[config.mk]
export PLATFORM = sky130hd
export DESIGN_NAME = uart_tx_frame
export DESIGN_NICKNAME = d
export VERILOG_FILES = /design/src/rtl/uart_tx_frame_pkg.sv /design/src/rtl/uart_parity_calc.sv /design/src/rtl/uart_tx_frame.sv
export SDC_FILE = /design/constraint.sdc
export NUM_CORES = 1
export LEC_CHECK = 0
export ABC_AREA = 1
export CAP_MARGIN = 20
export CORE_MARGIN = 3
export CORE_UTILIZATION = 25
export CTS_CLUSTER_DIAMETER = 150
export DETAILED_ROUTE_END_ITERATION = 8
export PLACE_DENSITY_LB_ADDON = 0.25
export SYNTH_ARGS = -nofsm -noshare
export SYNTH_HDL_FRONTEND = slang
export SYNTH_HIERARCHICAL = 1
export SYNTH_SLANG_ARGS = --single-unit
[constraint.sdc]
create_clock -name REF_CLK -period 1.6 [get_ports REF_CLK]
set_input_delay 0.4 -clock REF_CLK [delete_from_list [all_inputs] [get_ports REF_CLK]]
set_output_delay 0.4 -clock REF_CLK [all_outputs]
set_load 0.005 [all_outputs]
[src/rtl/uart_tx_frame_pkg.sv]
// Shared types for the UART transmit framer.
// The PARITY state is only reachable when UART_TX_FRAME_PARITY_EN is defined.
package uart_tx_frame_pkg;

  typedef enum logic [2:0] {
    IDLE   = 3'd0,
    START  = 3'd1,
    DATA   = 3'd2,
    PARITY = 3'd3,
    STOP   = 3'd4
  } state_e;

  localparam logic PAR_EVEN = 1'b0;
  localparam logic PAR_ODD  = 1'b1;

endpackage

[src/rtl/uart_parity_calc.sv]
// Combinational parity of a DATA_WIDTH word; odd parity is the inverse of the XOR.
// Instantiated by uart_tx_frame only when UART_TX_FRAME_PARITY_EN is defined.
module uart_parity_calc
  import uart_tx_frame_pkg::*;
#(
  parameter int DATA_WIDTH = 8
) (
  input  logic [DATA_WIDTH-1:0] data,
  input  logic                  par_typ,
  output logic                  par
);

  assign par = (^data) ^ (par_typ == PAR_ODD);

endmodule

[src/rtl/uart_tx_frame.sv]
// UART transmit framer: start, DATA_WIDTH data bits LSB first, optional parity, one stop bit.
// Define UART_TX_FRAME_PARITY_EN to add the PAR_EN/PAR_TYP ports and the parity bit.
module uart_tx_frame
  import uart_tx_frame_pkg::*;
#(
  parameter int DATA_WIDTH = 8,
  parameter int PRESCALE   = 8
) (
  input  logic                  REF_CLK,
  input  logic                  RST_REF,
  input  logic [DATA_WIDTH-1:0] P_DATA,
  input  logic                  DATA_VLD,
`ifdef UART_TX_FRAME_PARITY_EN
  input  logic                  PAR_EN,
  input  logic                  PAR_TYP,
`endif
  output logic                  TX_OUT,
  output logic                  BUSY,
  output logic                  DONE
);

  localparam int CNT_W = (PRESCALE > 1) ? $clog2(PRESCALE) : 1;
  localparam int IDX_W = (DATA_WIDTH > 1) ? $clog2(DATA_WIDTH) : 1;

  state_e                state, next_state;
  logic [CNT_W-1:0]      cnt, cnt_next;
  logic [IDX_W-1:0]      idx, idx_next;
  logic [DATA_WIDTH-1:0] data_q;
  logic                  bit_end, last_bit, capture;
  logic                  send_par, par_tx;
  logic                  tx_d, busy_d, done_d;

  assign bit_end  = (cnt == CNT_W'(PRESCALE - 1));
  assign last_bit = (idx == IDX_W'(DATA_WIDTH - 1));
  assign capture  = (state == IDLE) && DATA_VLD;

`ifdef UART_TX_FRAME_PARITY_EN
  logic par_calc, par_en_q, par_bit_q;

  uart_parity_calc #(.DATA_WIDTH(DATA_WIDTH)) u_parity (
    .data    (P_DATA),
    .par_typ (PAR_TYP),
    .par     (par_calc)
  );

  // Parity is frozen at capture so later P_DATA/PAR_TYP changes cannot alter the frame.
  always_ff @(posedge REF_CLK) begin
    if (RST_REF) begin
      par_en_q  <= 1'b0;
      par_bit_q <= 1'b0;
    end else if (capture) begin
      par_en_q  <= PAR_EN;
      par_bit_q <= par_calc;
    end
  end

  assign send_par = par_en_q;
  assign par_tx   = par_bit_q;
`else
  assign send_par = 1'b0;
  assign par_tx   = 1'b0;
`endif

  // NOTE: data_q is a pure datapath register that is always written before it is
  // read, so it carries no reset; only control state needs a defined reset value.
  always_ff @(posedge REF_CLK) begin
    if (capture) data_q <= P_DATA;
  end

  // NOTE: sequential state uses non-blocking assignments so every flop samples
  // pre-edge values regardless of block ordering.
  always_ff @(posedge REF_CLK) begin
    if (RST_REF) begin
      state <= IDLE;
      cnt   <= '0;
      idx   <= '0;
    end else begin
      state <= next_state;
      cnt   <= cnt_next;
      idx   <= idx_next;
    end
  end

  // NOTE: every signal gets a default first so no path through the case infers a latch.
  always_comb begin
    next_state = state;
    cnt_next   = cnt;
    idx_next   = idx;
    if (state == IDLE) begin
      cnt_next = '0;
      idx_next = '0;
      if (DATA_VLD) next_state = START;
    end else if (bit_end) begin
      cnt_next = '0;
      case (state)
        START:  next_state = DATA;
        DATA: begin
          if (last_bit) begin
            idx_next   = '0;
            next_state = send_par ? PARITY : STOP;
          end else begin
            idx_next = idx + IDX_W'(1);
          end
        end
        PARITY: next_state = STOP;
        STOP:   next_state = IDLE;
        default: next_state = IDLE;
      endcase
    end else begin
      cnt_next = cnt + CNT_W'(1);
    end
  end

  // Outputs are decoded from the next state so the registered line changes on the
  // same edge the state does.
  always_comb begin
    tx_d = 1'b1;
    case (next_state)
      START:   tx_d = 1'b0;
      DATA:    tx_d = data_q[idx_next];
      PARITY:  tx_d = par_tx;
      default: tx_d = 1'b1;
    endcase
    busy_d = (next_state != IDLE);
    done_d = (state == STOP) && bit_end;
  end

  always_ff @(posedge REF_CLK) begin
    if (RST_REF) begin
      TX_OUT <= 1'b1;
      BUSY   <= 1'b0;
      DONE   <= 1'b0;
    end else begin
      TX_OUT <= tx_d;
      BUSY   <= busy_d;
      DONE   <= done_d;
    end
  end

endmodule

==> results.json <==
{
  "n_antenna_cell": 0,
  "clock-root-buffer": "clkbuf_4",
  "synth_nets": 114,
  "cts_max_path_buffers": 2,
  "synth-seq-cells": 20,
  "fmax_ghz": 0.637,
  "powerDensity_nw_per_um2": 759,
  "synth_ff_type": "dfxtp_1",
  "synth.largest_area_cell": "dfxtp_1",
  "yosysTopAreaCellShare_pct": 26.6,
  "drv_slew": 0,
  "dieWidth_um": 66.1,
  "synth.most_common_cell": "nor2_1",
  "viasPerCell": 4.15,
  "leakage_uw": 0.000475,
  "start_kind": "flip-flop",
  "drtPass1Iterations": 4,
  "tightest_slew_ps": 387,
  "dieHeight_um": 66.1,
  "timing.final.crit_share_pct": 98.2,
  "grt.busiest_layer": "met2",
  "nets": 136,
  "cts_sinks": 20,
  "relSlewSlack_pct": 74.2,
  "gp_congestion": 0.705,
  "routed_wl_um": 1680,
  "place_ws_ps": -69.2,
  "cp-end-kind": "flip-flop",
  "timing.final.crit_period_ps": 1570,
  "synthTopCellsByArea": "dfxtp_1 (27%), edfxtp_1 (27%), nor2_1 (7.5%), ha_1 (5.5%), nand2_1 (5.4%)",
  "grt_util_met2_pct": 15.1,
  "drt_iter0_markers": 23,
  "whs_ps": 435,
  "grt_pass1_vias": 706,
  "drt_drc_violations_left": 0,
  "p_total_uw": 901,
  "grt_usage_pct": 8.69,
  "ir_drop_uv": 380,
  "finalHoldViolCount": 0,
  "criticalPathCategory": "flip-flop to flip-flop",
  "vias": 689,
  "pin_count": 14,
  "cp_max_fo": 5,
  "met3_usage_pct": 2.04,
  "crit_required_ps": 1810,
  "fin_ws_ps": 29.5,
  "cts_hold_buffers": 0,
  "portBuffers": 13,
  "h-tree-depth": 1,
  "synth_edf_count": 8,
  "clk_pin_slew_worst_paths_ps": 110,
  "die_area_um2": 4370,
  "rsz0062_at_grt": "true",
  "synthTopCellsByCount": "nor2_1 (18), nand2_1 (13), dfxtp_1 (12), inv_1 (11), edfxtp_1 (8)",
  "hp-class": "flip-flop to flip-flop",
  "clk-insertion-delay-late_ps": 300,
  "grt_first_pass_wirelength_um": 2900,
  "status": "finished, final reports clean",
  "grt_antenna_before_repair": 0,
  "final_area_um2": 1190,
  "avgRoutedWirePerCell_um": 10.1,
  "final_layout_size_suffix_gt1_share_pct": 23.3,
  "met1_usage_pct": 9.74,
  "num_rows": 21,
  "coreArea_um2": 3420,
  "async_flop_share_pct": 0,
  "overflow": 0,
  "dp_cells": 161,
  "crit_arrival_ps": 1780,
  "hpwl_um": 1260,
  "fin_worst_skew_ps": 1.55,
  "yosys_warnings": 6,
  "synth_cell_type_count": 24,
  "placed_area_um2": 1120,
  "final_cell_count_no_fill": 166,
  "maxCapViolCount": 0,
  "cts_made_buffers": 3,
  "finalSetupViolCount": 0,
  "ys_seq_area_share_pct": 53.3,
  "synth_area_per_cell_um2": 9.11,
  "initial_core_util_pct": 26.4,
  "synthCells": 99,
  "cts_tree": "yes",
  "synth_area_um2": 902,
  "ant_nets": 0,
  "syn2layout_area_growth_pct": 31.5,
  "grt_max_degree": 12
}
[power by group]
| group | total [uW] | leakage, uW | internal, uW | switching, uW |
|---|---|---|---|---|
| Clock | 249 | 0.0000150 | 97.1 | 151 |
| Combinational | 87.6 | 0.000285 | 46.8 | 40.9 |
| Sequential | 564 | 0.000175 | 555 | 9.58 |
[through the flow]
step / setup TNS, ps / utilization (%)
final: 0 / 34.7
after global routing: -122 / 34.7
after CTS: 0 / 34.3
after detailed placement: -69.2 / 32.7
after global placement: -50.1 / 32.7
after floorplan: 0 / -
[routing by layer]
layer / vias to the layer above / routed length, um
met4: 0 / 28
met3: 4 / 67
li1: 367 / -
met1: 306 / 773
met5: - / 0
met2: 12 / 809
[registers in the layout (all words and copies together), names as in the netlist]
| name | flops |
|---|---|
| TX_OUT | 1 |
| idx | 3 |
| cnt | 3 |
| BUSY | 1 |
| state | 3 |
| data_q | 8 |
| DONE | 1 |
[area by class of cell]
| type | count | area [um^2] |
|---|---|---|
| clock buffers | 4 | 26.3 |
| fillers | 377 | 2230 |
| inverters | 16 | 62.6 |
| multi-input cells | 62 | 389 |
| flip-flops and latches | 20 | 483 |
| well taps | 46 | 57.6 |
| repair buffers | 18 | 168 |
[cell families after synthesis]
family                   after synthesis  share of synthesized area (%)
AO/OA/AOI/OAI                          6                           4.02
flip-flops                            20                           53.3
buffers and inverters                 17                           7.07
adder cells (fa/ha/maj)                4                           5.55
AND/OR/NAND/NOR                       52                           30.1
[placed cells by master (no fill, tap or decap), types with 2 or more instances in the layout]
cell             instances
nor2_1                  18
clkdlybuf4s50_1         13
nand2_4                  2
inv_1                   11
nand2_1                 12
edfxtp_1                 8
ha_4                     2
inv_2                    4
buf_4                    5
dfxtp_2                  2
nand2_2                  2
nor2_2                   3
dfxtp_1                 10
clkbuf_4                 3
nand3_1                  6
ha_1                     2
nand4_1                  4
[worst paths after layout]
kind,startpoint,to,slack (ps),depth (start not counted)
worst max-delay path,cnt[0],TX_OUT,30,13
worst min-delay path,cnt[0],cnt[0],430,1
worst max register to register,cnt[0],TX_OUT,30,13
worst min register to register,cnt[0],cnt[0],430,1
[what timing repair did]
item / 4_1_cts / 5_1_grt
gates resized for setup: 7 / 2
endpoints found under the hold margin: 0 / 0
setup endpoints to repair: 1 / 2
pin swaps: 3 / 2
setup buffers: 0 / 1
[worst max-delay path, cell delays in order, from the launching register on]
cell and delay (ps):
dfxtp_2 360, ha_4 130, ha_4 150, inv_4 40, nor2_4 130, nand2_2 90
nand2_4 90, nand3_4 90, nand2_2 70, nand3_1 70, nand3_1 90, nand3_1 70
nand2_1 50, nand2_1 40
Power figures use the tool's default switching activity.
==> patch: new RTL, same settings <==
Build with the macro `UART_TX_FRAME_PARITY_EN` defined.
--- a/src/rtl/uart_tx_frame.sv
+++ b/src/rtl/uart_tx_frame.sv
@@ -1,5 +1,7 @@
 // UART transmit framer: start, DATA_WIDTH data bits LSB first, optional parity, one stop bit.
 // Define UART_TX_FRAME_PARITY_EN to add the PAR_EN/PAR_TYP ports and the parity bit.
+`define UART_TX_FRAME_PARITY_EN
+
 module uart_tx_frame
   import uart_tx_frame_pkg::*;
 #(
Interface: changed (added PAR_EN and PAR_TYP); port bits go from 14 to 16. The function was not compared with the original's and may differ.
==> patch against the unedited design <==
Power increased by 28%; first-iteration DRC count rose by 70%; die area up 30%; cell area increased by 42%; clock power rose by 38%; sequential cell count up 2; sequential power up 10%; wire length grew 44%; via count is 48% higher; area after synthesis up 33%; largest power group unchanged; worst setup slack improved by 0.047 ns; non-clock buffer count up 10; core utilization increased by 2.6 points.
==> patch: results (changes against the unedited design) <==
VDD IR max 0.337 mV (-11%); Skew-Pair Late Insertion Delay 0.26 ns (-0.04 ns); GR Layer Usage met3 2.40% (+0.36 points); global-route wire length before repair 3950 um (+36%); async set-reset flop share out of synthesis 0% (unchanged); CP max-delay cell dfxtp_2; slew margin rel. 75.8% (+1.5 points); Placed Area 0.00151 sq mm (+36%); switching part of the total power 24.5% (+2.1 points); Place WS -0.114 ns (-0.0449 ns); Synthesized Nets 175 (+54%); drt total wl 2410 um (+44%); register area share after synthesis 43.4% (-9.8 points); CTS tree yes; vias per cell 4.24 (+2.2%); most frequent cells after synthesis nand2_1 (40), inv_1 (21), nand3_1 (16), dfxtp_1 (14), nor2_1 (14); met1 Resource Use GR 11.7% (+2.0 points); max FFs per register 8 (unchanged); layout net count 207 (+52%); H-tree depth 1 (unchanged); yosys warns 6 (unchanged); drt drc 0 (unchanged); vias in the first global route 915 (+30%); hpwl dp 1800 um (+43%); GRT met2 Usage 15.1% (-0.057 points); drt first pass iters 4 (unchanged); Pleak 0.000737 uW (+55%); DR iter-0 viols 39 (+70%); Largest Register data_q; Antenna Cells 0 (unchanged); Clock Skews 0.00585 ns (+0.00430 ns); # port buffers 15 (+2); pin count of the biggest net entering global routing 13 (+1); GRT Total Usage 9.08% (+0.39 points); Min-Delay Path Class reg2reg; status finished clean; initial antenna violation count 0 (unchanged); clk slew on worst S/H paths 0.08 ns (-0.03 ns); CTS Buf Count 3 (unchanged); CP top delay family simple AND/OR/NAND/NOR gates; crit path max fanout 5 (unchanged); Worst path max stage delay 0.36 ns (about the same); RePlAce Congestion 0.783 (+11%); Area contributors post-synth dfxtp_1 (23%), edfxtp_1 (20%), nand2_1 (13%); Primary FF master, synth dfxtp_1; post-synth cell types 27 (+13%); ratio of cells with drive above 1 in the final layout 30.3% (+7.0 points); CTS max path bufs 2 (unchanged); CTS root buf clkbuf_8; Post-synth EDFFs 8 (unchanged)
[patch: cell types whose count changed in the layout (fill, tap and decap cells not counted), sizes merged, moves of 2 or more]
| cell | before | now |
|---|---|---|
| buf | 5 | 13 |
| nand3 | 8 | 18 |
| nor2 | 22 | 19 |
| inv | 16 | 28 |
| a21oi | 1 | 3 |
| clkdlybuf4s50 | 13 | 15 |
| nand2 | 16 | 48 |
| dfxtp | 12 | 14 |
| nor3 | 0 | 3 |
[patch: cell families (layout without fill, tap and decap cells)]
logic type	after synthesis	count (layout)	share of synthesized area [%]
compound gates	8	8	4.28
xor+xnor	1	1	0.731
fa+ha+maj	5	5	5.22
buf+inv	29	60	9.19
flops	22	22	43.4
simple gates	92	92	37.2
[patch: worst register-to-register path: cells and delay by family (launching register included)]
kind,cells,cell delay (ns)
and+or+nand+nor,9,0.74
adders and majority gates,2,0.31
DFF,1,0.36
buffers and inverters,1,0.06
[patch: worst paths after layout]
| kind | from | to | slack [ns] | cells after the start |
|---|---|---|---|---|
| worst max-delay path | cnt[0] | TX_OUT | 0.08 | 12 |
| worst min-delay path | par_bit_q | par_bit_q | 0.47 | 2 |
| worst max register to register | cnt[0] | TX_OUT | 0.08 | 12 |
| worst min register to register | par_bit_q | par_bit_q | 0.47 | 2 |
[patch: stage by stage]
stage          hold WS (ns)  utilization [%]  cells
3_3_place_gp          0.408             33.6    235
2_1_floorplan         0.399                -    157
5_1_grt               0.517             37.3    240
3_5_place_dp          0.417             33.6    235
4_1_cts               0.406             35.4    239
6_report              0.470             37.3    240
[patch: power by group through the flow]
stage          Combinational [uW]  Clock [uW]  Sequential, uW
6_report                      191         343             622
5_1_grt                       215         394             626
4_1_cts                       187         366             620
3_5_place_dp                  186           0             633
3_3_place_gp                  185           0             633
2_1_floorplan                 101           0             631
[patch: repair_timing]
item / 4_1_cts / 5_1_grt
setup endpoints to repair: 2 / 3
gates resized for setup: 10 / 17
setup buffers: 0 / 1
endpoints found under the hold margin: 0 / 0
pin swaps: 3 / 6
gates cloned: 0 / 0
[patch: layout make-up]
type,instances,area (sq um)
fill,479,2820
multi-input combinational,106,677
sequential,22,526
timing repair buffer,28,260
inverter,28,108
tap,52,65.1
clock buffer,3,41.3
clock inverter,1,3.75
[patch: routing by layer]
layer | wire [um] | share of wire (%)
met1 | 1160 | 48
met5 | 0 | 0
met3 | 77 | 3.2
met4 | 0 | 0
met2 | 1170 | 48
